### src/rtl/rr_priority_arbiter.sv
`default_nettype none
// ============================================================================
//  Module      : rr_priority_arbiter
//  Description : Eight-way arbiter for one shared resource. The mode is
//                selectable at run time: fixed priority (the highest index
//                wins) or round-robin (the search starts just above the last
//                owner). The grant is registered and held while the owner
//                keeps requesting. A hold-time limit forces rotation.
//  Ports       : clk           - system clock, rising edge
//                rst_n         - asynchronous active-low reset
//                req[7:0]      - request vector, bit i = requester i
//                rr_mode       - 1 = round-robin, 0 = fixed priority
//                grant[7:0]    - one-hot grant, registered
//                grant_id[2:0] - index of the current owner, registered
//                grant_valid   - high while grant is non-zero
//                timeout_pulse - one-cycle pulse when MAX_HOLD ends an
//                                ownership
//  Revision    : 1.0 - initial release
// ============================================================================
module rr_priority_arbiter #(
    parameter int N_REQ    = 8,
    parameter int MAX_HOLD = 16,
    parameter int HOLD_W   = 8
) (
    input  logic             clk,
    input  logic             rst_n,
    input  logic [N_REQ-1:0] req,
    input  logic             rr_mode,
    output logic [N_REQ-1:0] grant,
    output logic [2:0]       grant_id,
    output logic             grant_valid,
    output logic             timeout_pulse
);

    localparam logic [0:0]        c_ST_IDLE   = 1'b0;
    localparam logic [0:0]        c_ST_OWN    = 1'b1;
    localparam logic [HOLD_W-1:0] c_HOLD_LAST = HOLD_W'(MAX_HOLD - 1);
    localparam logic [HOLD_W-1:0] c_HOLD_ONE  = HOLD_W'(1);
    localparam logic [N_REQ-1:0]  c_ONE_HOT0  = N_REQ'(1);

    // Registered state
    logic [0:0]        r_state;
    logic [N_REQ-1:0]  r_grant;
    logic [2:0]        r_grant_id;
    logic [2:0]        r_last_id;
    logic [HOLD_W-1:0] r_hold_cnt;
    logic              r_timeout;

    // Next-state values
    logic [0:0]        w_nxt_state;
    logic [N_REQ-1:0]  w_nxt_grant;
    logic [2:0]        w_nxt_grant_id;
    logic [2:0]        w_nxt_last_id;
    logic [HOLD_W-1:0] w_nxt_hold_cnt;
    logic              w_nxt_timeout;

    // Arbitration
    logic              w_own_req;
    logic              w_timeout;
    logic [N_REQ-1:0]  w_elig;
    logic              w_any;
    logic [2:0]        w_fp_id;
    logic [2:0]        w_rr_id;
    logic [2:0]        w_win_id;

    // ------------------------------------------------------------------
    // Process 1: state and datapath registers
    // ------------------------------------------------------------------
    always_ff @(posedge clk or negedge rst_n) begin
        if (!rst_n) begin
            r_state    <= c_ST_IDLE;
            r_grant    <= '0;
            r_grant_id <= '0;
            r_last_id  <= 3'd7;     // round-robin search begins at index 0
            r_hold_cnt <= '0;
            r_timeout  <= 1'b0;
        end else begin
            r_state    <= w_nxt_state;
            r_grant    <= w_nxt_grant;
            r_grant_id <= w_nxt_grant_id;
            r_last_id  <= w_nxt_last_id;
            r_hold_cnt <= w_nxt_hold_cnt;
            r_timeout  <= w_nxt_timeout;
        end
    end

    // ------------------------------------------------------------------
    // Arbitration over the current-cycle request vector. On a timeout the
    // owner's bit is masked, so any other requester takes over.
    // ------------------------------------------------------------------
    always_comb begin
        w_own_req = req[r_grant_id];
        w_timeout = (r_state == c_ST_OWN) && w_own_req && (r_hold_cnt == c_HOLD_LAST);
        w_elig    = w_timeout ? (req & ~r_grant) : req;
        w_any     = |w_elig;
    end

    // Fixed priority: a later (higher) set index overrides a lower one.
    always_comb begin
        w_fp_id = '0;
        for (int i = 0; i < N_REQ; i++) begin
            if (w_elig[i]) begin
                w_fp_id = 3'(i);
            end
        end
    end

    // Round-robin: scan offsets from farthest to nearest so that the
    // first set bit above last_id wins. The offset of 8 wraps to last_id
    // itself, which gives the previous owner the lowest priority.
    always_comb begin : rr_search
        logic [2:0] v_idx;
        w_rr_id = '0;
        v_idx   = '0;
        for (int k = N_REQ; k >= 1; k--) begin
            v_idx = r_last_id + 3'(k);
            if (w_elig[v_idx]) begin
                w_rr_id = v_idx;
            end
        end
    end

    assign w_win_id = rr_mode ? w_rr_id : w_fp_id;

    // ------------------------------------------------------------------
    // Process 2: next-state logic
    // ------------------------------------------------------------------
    always_comb begin
        w_nxt_state    = r_state;
        w_nxt_grant    = r_grant;
        w_nxt_grant_id = r_grant_id;
        w_nxt_last_id  = r_last_id;
        w_nxt_hold_cnt = r_hold_cnt;
        w_nxt_timeout  = 1'b0;

        case (r_state)
            c_ST_IDLE: begin
                w_nxt_grant = '0;
                if (w_any) begin
                    w_nxt_state    = c_ST_OWN;
                    w_nxt_grant    = c_ONE_HOT0 << w_win_id;
                    w_nxt_grant_id = w_win_id;
                    w_nxt_last_id  = w_win_id;
                    w_nxt_hold_cnt = '0;
                end
            end

            c_ST_OWN: begin
                if (w_timeout) begin
                    // A sole requester is re-granted, which starts a fresh
                    // ownership.
                    w_nxt_timeout  = 1'b1;
                    w_nxt_hold_cnt = '0;
                    if (w_any) begin
                        w_nxt_grant    = c_ONE_HOT0 << w_win_id;
                        w_nxt_grant_id = w_win_id;
                        w_nxt_last_id  = w_win_id;
                    end else begin
                        w_nxt_last_id  = r_grant_id;
                    end
                end else if (!w_own_req) begin
                    if (w_any) begin
                        w_nxt_grant    = c_ONE_HOT0 << w_win_id;
                        w_nxt_grant_id = w_win_id;
                        w_nxt_last_id  = w_win_id;
                        w_nxt_hold_cnt = '0;
                    end else begin
                        // grant_id keeps its last value while idle
                        w_nxt_state    = c_ST_IDLE;
                        w_nxt_grant    = '0;
                        w_nxt_hold_cnt = '0;
                    end
                end else begin
                    w_nxt_hold_cnt = r_hold_cnt + c_HOLD_ONE;
                end
            end

            default: begin
                w_nxt_state    = c_ST_IDLE;
                w_nxt_grant    = '0;
                w_nxt_hold_cnt = '0;
            end
        endcase
    end

    // ------------------------------------------------------------------
    // Process 3: outputs
    // ------------------------------------------------------------------
    always_comb begin
        grant         = r_grant;
        grant_id      = r_grant_id;
        grant_valid   = |r_grant;
        timeout_pulse = r_timeout;
    end

endmodule
`default_nettype wire

### config.mk
export PLATFORM = sky130hd
export DESIGN_NAME = rr_priority_arbiter
export DESIGN_NICKNAME = d
export VERILOG_FILES = /design/src/rtl/rr_priority_arbiter.sv
export SDC_FILE = /design/constraint.sdc
export NUM_CORES = 1
export LEC_CHECK = 0
export CORE_ASPECT_RATIO = 0.75
export CORE_UTILIZATION = 40
export DETAILED_ROUTE_END_ITERATION = 8
export SETUP_SLACK_MARGIN = 0.3
export SYNTH_ARGS = -nofsm -noshare
export SYNTH_HDL_FRONTEND = slang
export SYNTH_SLANG_ARGS = --single-unit
### constraint.sdc
create_clock -name clk -period 3.7 [get_ports clk]
set_input_delay 0.37 -clock clk [delete_from_list [all_inputs] [get_ports clk]]
set_output_delay 0.37 -clock clk [all_outputs]
set_load 0.005 [all_outputs]
Word level (Yosys, flattened, before mapping). Index checks and enable logic that the tools add are counted.

Flip-flop bits (word level): 24. Bits of input ports: 11. Word-level logic and storage cells: 94. Output and inout bits: 13.

$lt $le $gt $ge: 9. Muxes and demuxes: 58. Add/sub/neg operators: 8. Equal/unequal tests: 4. Reductions and logical operators: 5. Shift operators: 1. Bitwise operators: 3.

Operators with widths (count): $mux W8 (8); $mux W3 (21); $lt A3 B4 Y1 const B (9); $pmux W8 S2 (2); $bmux W1 S3 (9); $reduce_or A8 Y1 (2); $mux W1 (15); $add A3 B3 Y3 const B (4); $pmux W3 S2 (2); $add A8 B1 Y8 const B (1); $and A8 B8 Y8 (1); $eq A8 B4 Y1 const B (1); $not A8 Y8 (1); $shl A1 B3 Y8 const A (1); $add A3 B2 Y3 const B (2); $ne A3 B2 Y1 const B (2); $add A3 B1 Y3 const B (1); $logic_and A1 B1 Y1 (2); $ne A2 B2 Y1 const B (1); $pmux W1 S2 (1); $reduce_and A2 Y1 (1); $not A1 Y1 (1).

Depth between registers and ports, before layout. Gate-level depths: netlist of run 1.

Depth after elaboration: 21. Gate-level depth with buffers: 16.

Worst setup path after synthesis of run 1. OpenSTA, ideal clock, no wires.

Kind: register to register. Start point: register r_last_id[0]. End point: register r_last_id[1]. Data arrival time: 3.161 ns. Setup time: 0.073 ns. Cell stages (with the launch flop): 16. Path slack: 0.467 ns. Buffers on the path: 3. Cells stage by stage: dfstp_2 -> inv_1 -> buf_2 -> ha_1 -> buf_1 -> xor2_1 -> o311ai_0 -> a21boi_0 -> a211o_1 -> nor2_1 -> o311a_1 -> o211a_1 -> o41ai_2 -> buf_4 -> a31oi_1 -> o21ai_1.

Cells in the longest elaborated chain, start to end: 15. Elaborated cells on any way between the ends: 37. Classes of those cells: add/sub (7); mux (30).

RTL lines: from (decl) (RTL line 45) `logic [2:0] r_last_id;`; from (signal assigned) (RTL line 81) `r_last_id <= w_nxt_last_id;`; $add A3 B3 Y3 or $bmux W1 S3 (tied branches) (RTL line 116, 117); $bmux W1 S3 or $mux W1 (tied branches) (RTL line 117) `if (w_elig[v_idx]) begin`; $mux W1 (not written as such) or $mux W3 (tied branches) (RTL line 117); $mux W3 (6 in series) (RTL line 117); $mux W3 (*) (RTL line 117); $mux W3 (*) (RTL line 123) `assign w_win_id = rr_mode ? w_rr_id : w_fp_id;`; $mux W3 (RTL line 139, 162); $mux W3 (RTL line 161) `end else if (!w_own_req) begin`; $mux W3 (RTL line 149) `if (w_timeout) begin`; $pmux W3 S2 (*) (RTL line 136) `case (r_state)`.

Mark *: on every way between the ends. The rest lies on a longest branch, timed or not. The select of a mux whose other input is x is not followed. A chain may end at the register's enable or synchronous reset.

Worst setup path after layout of run 1.
Start point: register r_grant_id[0], in the netlist grant_id[0]. End point: register r_grant[4], in the netlist grant[4].

Cells in the longest elaborated chain, start to end: 21. Elaborated cells on any way between the ends: 47. Classes of those cells: eq/ne (2); shift (1); mux (40); reduce/logical (4).

RTL lines: from (decl) (RTL line 44) `logic [2:0] r_grant_id;`; from (signal assigned) (RTL line 80) `r_grant_id <= w_nxt_grant_id;`; $bmux W1 S3 (*) (RTL line 92) `w_own_req = req[r_grant_id];`; $mux W1 (not written as such) (*) (RTL line 92); $logic_and A1 B1 Y1 (2 in series) (RTL line 93) `w_timeout = (r_state == c_ST_OWN) && w_own_req && (r_hold_cnt == c_HOLD_LAST);`; $mux W8 (RTL line 94) `w_elig = w_timeout ? (req & ~r_grant) : req;`; $bmux W1 S3 (RTL line 117); $mux W1 (not written as such) (RTL line 117); $mux W3 (8 in series) (RTL line 117); $mux W3 (RTL line 123); $shl A1 B3 Y8 (RTL line 141, 155, 163); $mux W8 (RTL line 139, 162); $mux W8 (RTL line 161); $mux W8 (RTL line 149); $pmux W8 S2 (RTL line 136); to (signal assigned) (RTL line 79) `r_grant <= w_nxt_grant;`; to (decl) (RTL line 43) `logic [N_REQ-1:0] r_grant;`.

Marks and branches as above.

==> flow_summary.toml, run 1 <==
[detailed_routing]
firstDrtPassIters = 5
num_vias = 2824
viasPerCell = 6.11
wl_met3_um = 737
drcViolationCount = 0
ant_nets = 0
wl_um = 8470
wl_met2_um = 3610
drt_iter0_drc = 237
wl_per_cell_um = 18.3
met1_length_um = 4030
top_layer_used = "met4"

[place]
gp_congestion = 0.902
hpwl_um = 6020
place_area_um2 = 3240
dp_cells = 438
port-buffer-count = 23

[sta]
finalHoldViolations = 0
worstMarginPinSlew_ns = 1.06
fin_crit_sh_pct = 93.2
slew_headroom_pct = 28.9
clock_skew_ns = 0.00398
period_minus_slack_ns = 3.45
finalSetupViolations = 0
timing.fmax_mhz = 290
rsz0062_at_grt = "true"
drv_slew = 0

[global_route]
grt_overflow = 0
first_global_vias = 2618
grt_max_degree = 25
grt_pass1_wl_um = 13500
grtUsageTotal_pct = 25.9
antenna_found_initial = 0

[worst_hold_path]
hp-class = "flop to flop"
min_from = "r_hold_cnt[3]"

[finish]
stdcell_count = 462
fin_area_um2 = 3570
fin_nets = 399
area_growth_pct = 40.7
final_common_cell = "buf_4"
drive_gt1_share_pct = 34.4
diodes = 0
final_cell_mix = "buf_4, nand2_1, nor2_1, clkdlybuf4s50_1, dfrtp_1"

[clock_network]
ctsRootBufferMaster = "clkbuf_8"
cts_hold_buf = 0
clock_latency_ns = 0.26
cts-buffers-inserted = 3
cts_tree = "built"
clockBufferDepth = 2
htree_levels = 1
clk_pin_slew_ns = 0.08
clock-sinks = 24

[run_status]
status = "finished, final reports clean"

[yosys]
synth_edf_count = 0
synth_warnings = 0
ys_types = 73
ys.flop_type = "dfrtp_1"
ys_seq_area_share_pct = 23.8
synth.net_count = 311
syn_area_per_cell_um2 = 8.54
synth_seq_cells = 24
async_flop_share_pct = 100
synth_area_um2 = 2540
netlist_instances = 297

[power]
p_per_area_nw_per_um2 = 1030
p_leak_nw = 1.52
power_w = 0.00368
ir_worst_vdd_uv = 479

[setup_path]
critical_path_peak_fanout = 7
path_common_cell = "buf_4"
r2r_start = "grant_id[0]"
max_stage_delay_ns = 0.48
start_kind = "flop"
crit_chain = "mux2_4 > o221ai_4 > buf_12 > o31ai_4 > buf_4 > buf_4 > mux4_2 > or2_1 > nor2b_4 > and3_4 > o21bai_4 > o41ai_4 > buf_4 > buf_4 > o41ai_2"
critical_path_arrival_ns = 3.61
cp-startpoint = "grant_id[0]"
cp.buffers_inverters = 5
critical-path-slowest-cell = "dfrtp_2"
worstPathRequired_ns = 3.87
criticalPathCategory = "flop to flop"
cp_top_family = "multiplexers"
cp-end-kind = "flop"

[die]
io_pins = 24
die_y_um = 71.0
die-area_um2 = 6670
std_cell_rows = 24
die_w_um = 94.0
core_area_um2 = 5980
start_util_pct = 42.5

[job]
max-cap-violations = 0
area by class of cell:
cell class | count | area, um2
timing repair buffer | 100 | 887
clock buffer | 4 | 45.0
inverter | 7 | 30.0
fill | 514 | 2410
tap | 78 | 97.6
multi-input combinational | 249 | 1900
sequential | 24 | 609
stage by stage:
stage / setup WS [ns] / hold slack (ns) / setup TNS (ns) / util (%)
after global routing: 0.120 / 0.558 / 0 / 59.7
after floorplan: 0.467 / 0.0744 / 0 / -
after detailed placement: -0.0200 / 0.505 / -0.0207 / 54.2
after global placement: 0.0459 / 0.493 / 0 / 54.2
after CTS: 0.264 / 0.522 / 0 / 58.0
final: 0.252 / 0.525 / 0 / 59.7
per-layer routing:
| metal | vias to the layer above | GRT usage [%] |
|---|---|---|
| met5 | - | 0 |
| met4 | 0 | 2.22 |
| met3 | 15 | 5.05 |
| met2 | 139 | 37.9 |
| met1 | 1353 | 40.7 |
| li1 | 1317 | - |
where the power goes:
| group | switching, W | leakage [nW] | total (W) | internal, W |
|---|---|---|---|---|
| combinational | 0.00160 | 1.19 | 0.00303 | 0.00143 |
| sequential | 0.000128 | 0.303 | 0.000490 | 0.000363 |
| clock | 0.0000795 | 0.0228 | 0.000156 | 0.0000768 |
| total | 0.00181 | 1.52 | 0.00368 | 0.00187 |
Yosys cell counts, types with 5 or more instances:
cell type,n,area (um2)
and3_1,7,43.8
nand3_1,14,70.1
nor2_1,27,101
a21oi_1,8,40.0
o21ai_0,17,85.1
clkbuf_1,6,22.5
o311ai_0,5,43.8
o31ai_4,5,106
mux2i_1,15,150
nand2_1,46,173
dfrtp_1,21,526
o22ai_1,9,56.3
a22oi_1,5,37.5
o31ai_1,8,60.1
state kept, by name, indices dropped and copies added (netlist names):
name,flops
r_last_id,3
grant_id,3
grant,8
r_hold_cnt,8
r_state,1
timeout_pulse,1
logic make-up (layout without fill, tap and decap cells):
| kind of cell | Yosys count | after routing | share of synthesized area (%) |
|---|---|---|---|
| AOI/OAI and AO/OA | 103 | 103 | 35.1 |
| xor gates and xnor gates | 4 | 4 | 1.38 |
| and+or+nand+nor | 118 | 118 | 23.1 |
| buffers and inverters | 24 | 111 | 5.08 |
| DFF | 24 | 24 | 23.8 |
| adders and majority gates | 3 | 3 | 1.48 |
| muxes | 21 | 21 | 10.0 |
final timing paths:
check	to	slack, ns	cells past startpoint
setup / recovery	grant[4]	0.25	15
max in group asynchronous	grant_id[0]	2.31	1
min in group asynchronous	grant[7]	0.68	1
hold / removal	r_hold_cnt[3]	0.53	1
hold reg to reg	r_hold_cnt[3]	0.53	1
setup reg to reg	grant[4]	0.25	15
what timing repair did:
action                                  in CTS  in global routing
endpoints found under the setup margin      13                 13
pin swaps                                    5                  5
gates cloned                                 1                  0
buffers inserted                            15                  4
resized for setup                           20                 20
Power figures use the tool's default switching activity.
==> inputs of run 2 (changes only) <==
- PLACE_DENSITY: unset -> 0.55
- REMOVE_ABC_BUFFERS: unset -> 1
==> run 2 against run 1 <==
Compared with the run above: critical path depth is 2 lower; first-iteration DRC count is 27% higher; register-to-register slack hardly changed; non-clock buffer count is 6 higher.
==> flow_summary.toml, run 2 (synthesis gave the netlist of run 1 again) <==
[job]
max-cap-violations = 0

[finish]
diodes = 0
final_common_cell = "buf_4"
drive_gt1_share_pct = 36.9
final_cell_mix = "buf_4, nand2_1, nor2_1, clkdlybuf4s50_1, dfrtp_1"
fillCellCount = 521
fin_area_um2 = 3660
fin_nets = 405
area_growth_pct = 44.4

[global_route]
grt_max_degree = 25
grtUsageTotal_pct = 28.5
grt_pass1_wl_um = 14500
first_global_vias = 2688
grt_overflow = 0
antenna_found_initial = 0

[setup_path]
critical_path_peak_fanout = 6
max_stage_delay_ns = 0.48
cp-end-kind = "flop"
worstPathRequired_ns = 3.86
crit_chain = "mux2_4 > o221ai_4 > o31ai_4 > buf_4 > buf_4 > mux4_2 > or2_1 > nor2b_4 > and3_4 > o21bai_4 > o41ai_4 > buf_4 > o41ai_2"
cp.buffers_inverters = 3
path_common_cell = "buf_4"
critical-path-slowest-cell = "dfrtp_2"
criticalPathCategory = "flop to flop"
r2r_cells = 13
start_kind = "flop"
crit_cells = 13
critical_path_arrival_ns = 3.61
cp_top_family = "compound AO/OA/AOI/OAI gates"

[power]
ir_worst_vdd_uv = 552
power_w = 0.00383
p_leak_nw = 1.54
p_per_area_nw_per_um2 = 1050

[sta]
timing.fmax_mhz = 290
rsz0062_at_grt = "true"
finalSetupViolations = 0
fin_crit_sh_pct = 93.1
finalHoldViolations = 0
slew_headroom_pct = 27.8
drv_slew = 0
period_minus_slack_ns = 3.44
worstMarginPinSlew_ns = 1.08
clock_skew_ns = 0.00126

[clock_network]
cts_tree = "built"
cts_hold_buf = 0
clock-sinks = 24
ctsRootBufferMaster = "clkbuf_8"
clockBufferDepth = 2
cts-buffers-inserted = 3
htree_levels = 1
clock_latency_ns = 0.26
clk_pin_slew_ns = 0.08

[detailed_routing]
firstDrtPassIters = 5
ant_nets = 0
viasPerCell = 6.06
drcViolationCount = 0
num_vias = 2837
wl_per_cell_um = 19.2
wl_um = 9000
drt_iter0_drc = 300

[die]
die_w_um = 94.0
die_y_um = 71.0
die-area_um2 = 6670
io_pins = 24
start_util_pct = 42.5
core_area_um2 = 5980
std_cell_rows = 24

[place]
port-buffer-count = 23
hpwl_um = 6510
gp_congestion = 0.954
place_area_um2 = 3230

[run_status]
status = "finished, final reports clean"

[worst_hold_path]
hp-class = "flop to flop"
hold-path-cell-count = 1
==> run 2: worst paths after layout <==
path                                from       endpoint  slack (ns)
max                          grant_id[0]       grant[4]        0.26
min                        r_hold_cnt[3]  r_hold_cnt[3]        0.52
max reg2reg                  grant_id[0]       grant[4]        0.26
min reg2reg                r_hold_cnt[3]  r_hold_cnt[3]        0.52
max in group asynchronous          rst_n  r_hold_cnt[0]        2.30
min in group asynchronous          rst_n       grant[2]        0.68
==> run 2: timing repair <==
item / in CTS / in global routing
cloned: 1 / 0
setup buffers: 11 / 9
pin swaps: 16 / 9
setup endpoints to repair: 13 / 13
resized for setup: 23 / 26
==> run 2: area by class of cell <==
class / instances / area (um2) / area share, %
multi-input combinational: 249 / 1980 / 53.9
clock buffer: 3 / 41.3 / 1.13
clock inverter: 1 / 30.0 / 0.819
tap: 78 / 97.6 / 2.66
timing repair buffer: 106 / 885 / 24.1
inverter: 7 / 26.3 / 0.717
sequential: 24 / 608 / 16.6
==> run 2: power breakdown <==
| group | switching [W] | internal (W) | total, W |
|---|---|---|---|
| sequential | 0.000141 | 0.000361 | 0.000502 |
| clock | 0.0000845 | 0.000145 | 0.000229 |
| combinational | 0.00167 | 0.00143 | 0.00310 |
| total | 0.00189 | 0.00194 | 0.00383 |
==> run 2: metal layers <==
metal	wire length [um]	global-route usage (%)
met1	4500	45.6
met2	3730	40.4
met3	732	5.38
met4	31	2.05
met5	0	0
==> run 2: metrics by stage <==
| step | utilization [%] | TNS (ns) | instances | hold WS (ns) | worst slack, ns |
|---|---|---|---|---|---|
| final | 61.3 | 0 | 468 | 0.516 | 0.257 |
| after floorplan | - | -1.10 | 280 | 0.0744 | -0.203 |
| after global placement | 54.0 | -1.17 | 443 | 0.502 | -0.188 |
| after detailed placement | 54.0 | -1.20 | 443 | 0.495 | -0.186 |
| after CTS | 58.2 | 0 | 459 | 0.517 | 0.300 |
| after global routing | 61.3 | 0 | 468 | 0.546 | 0.118 |
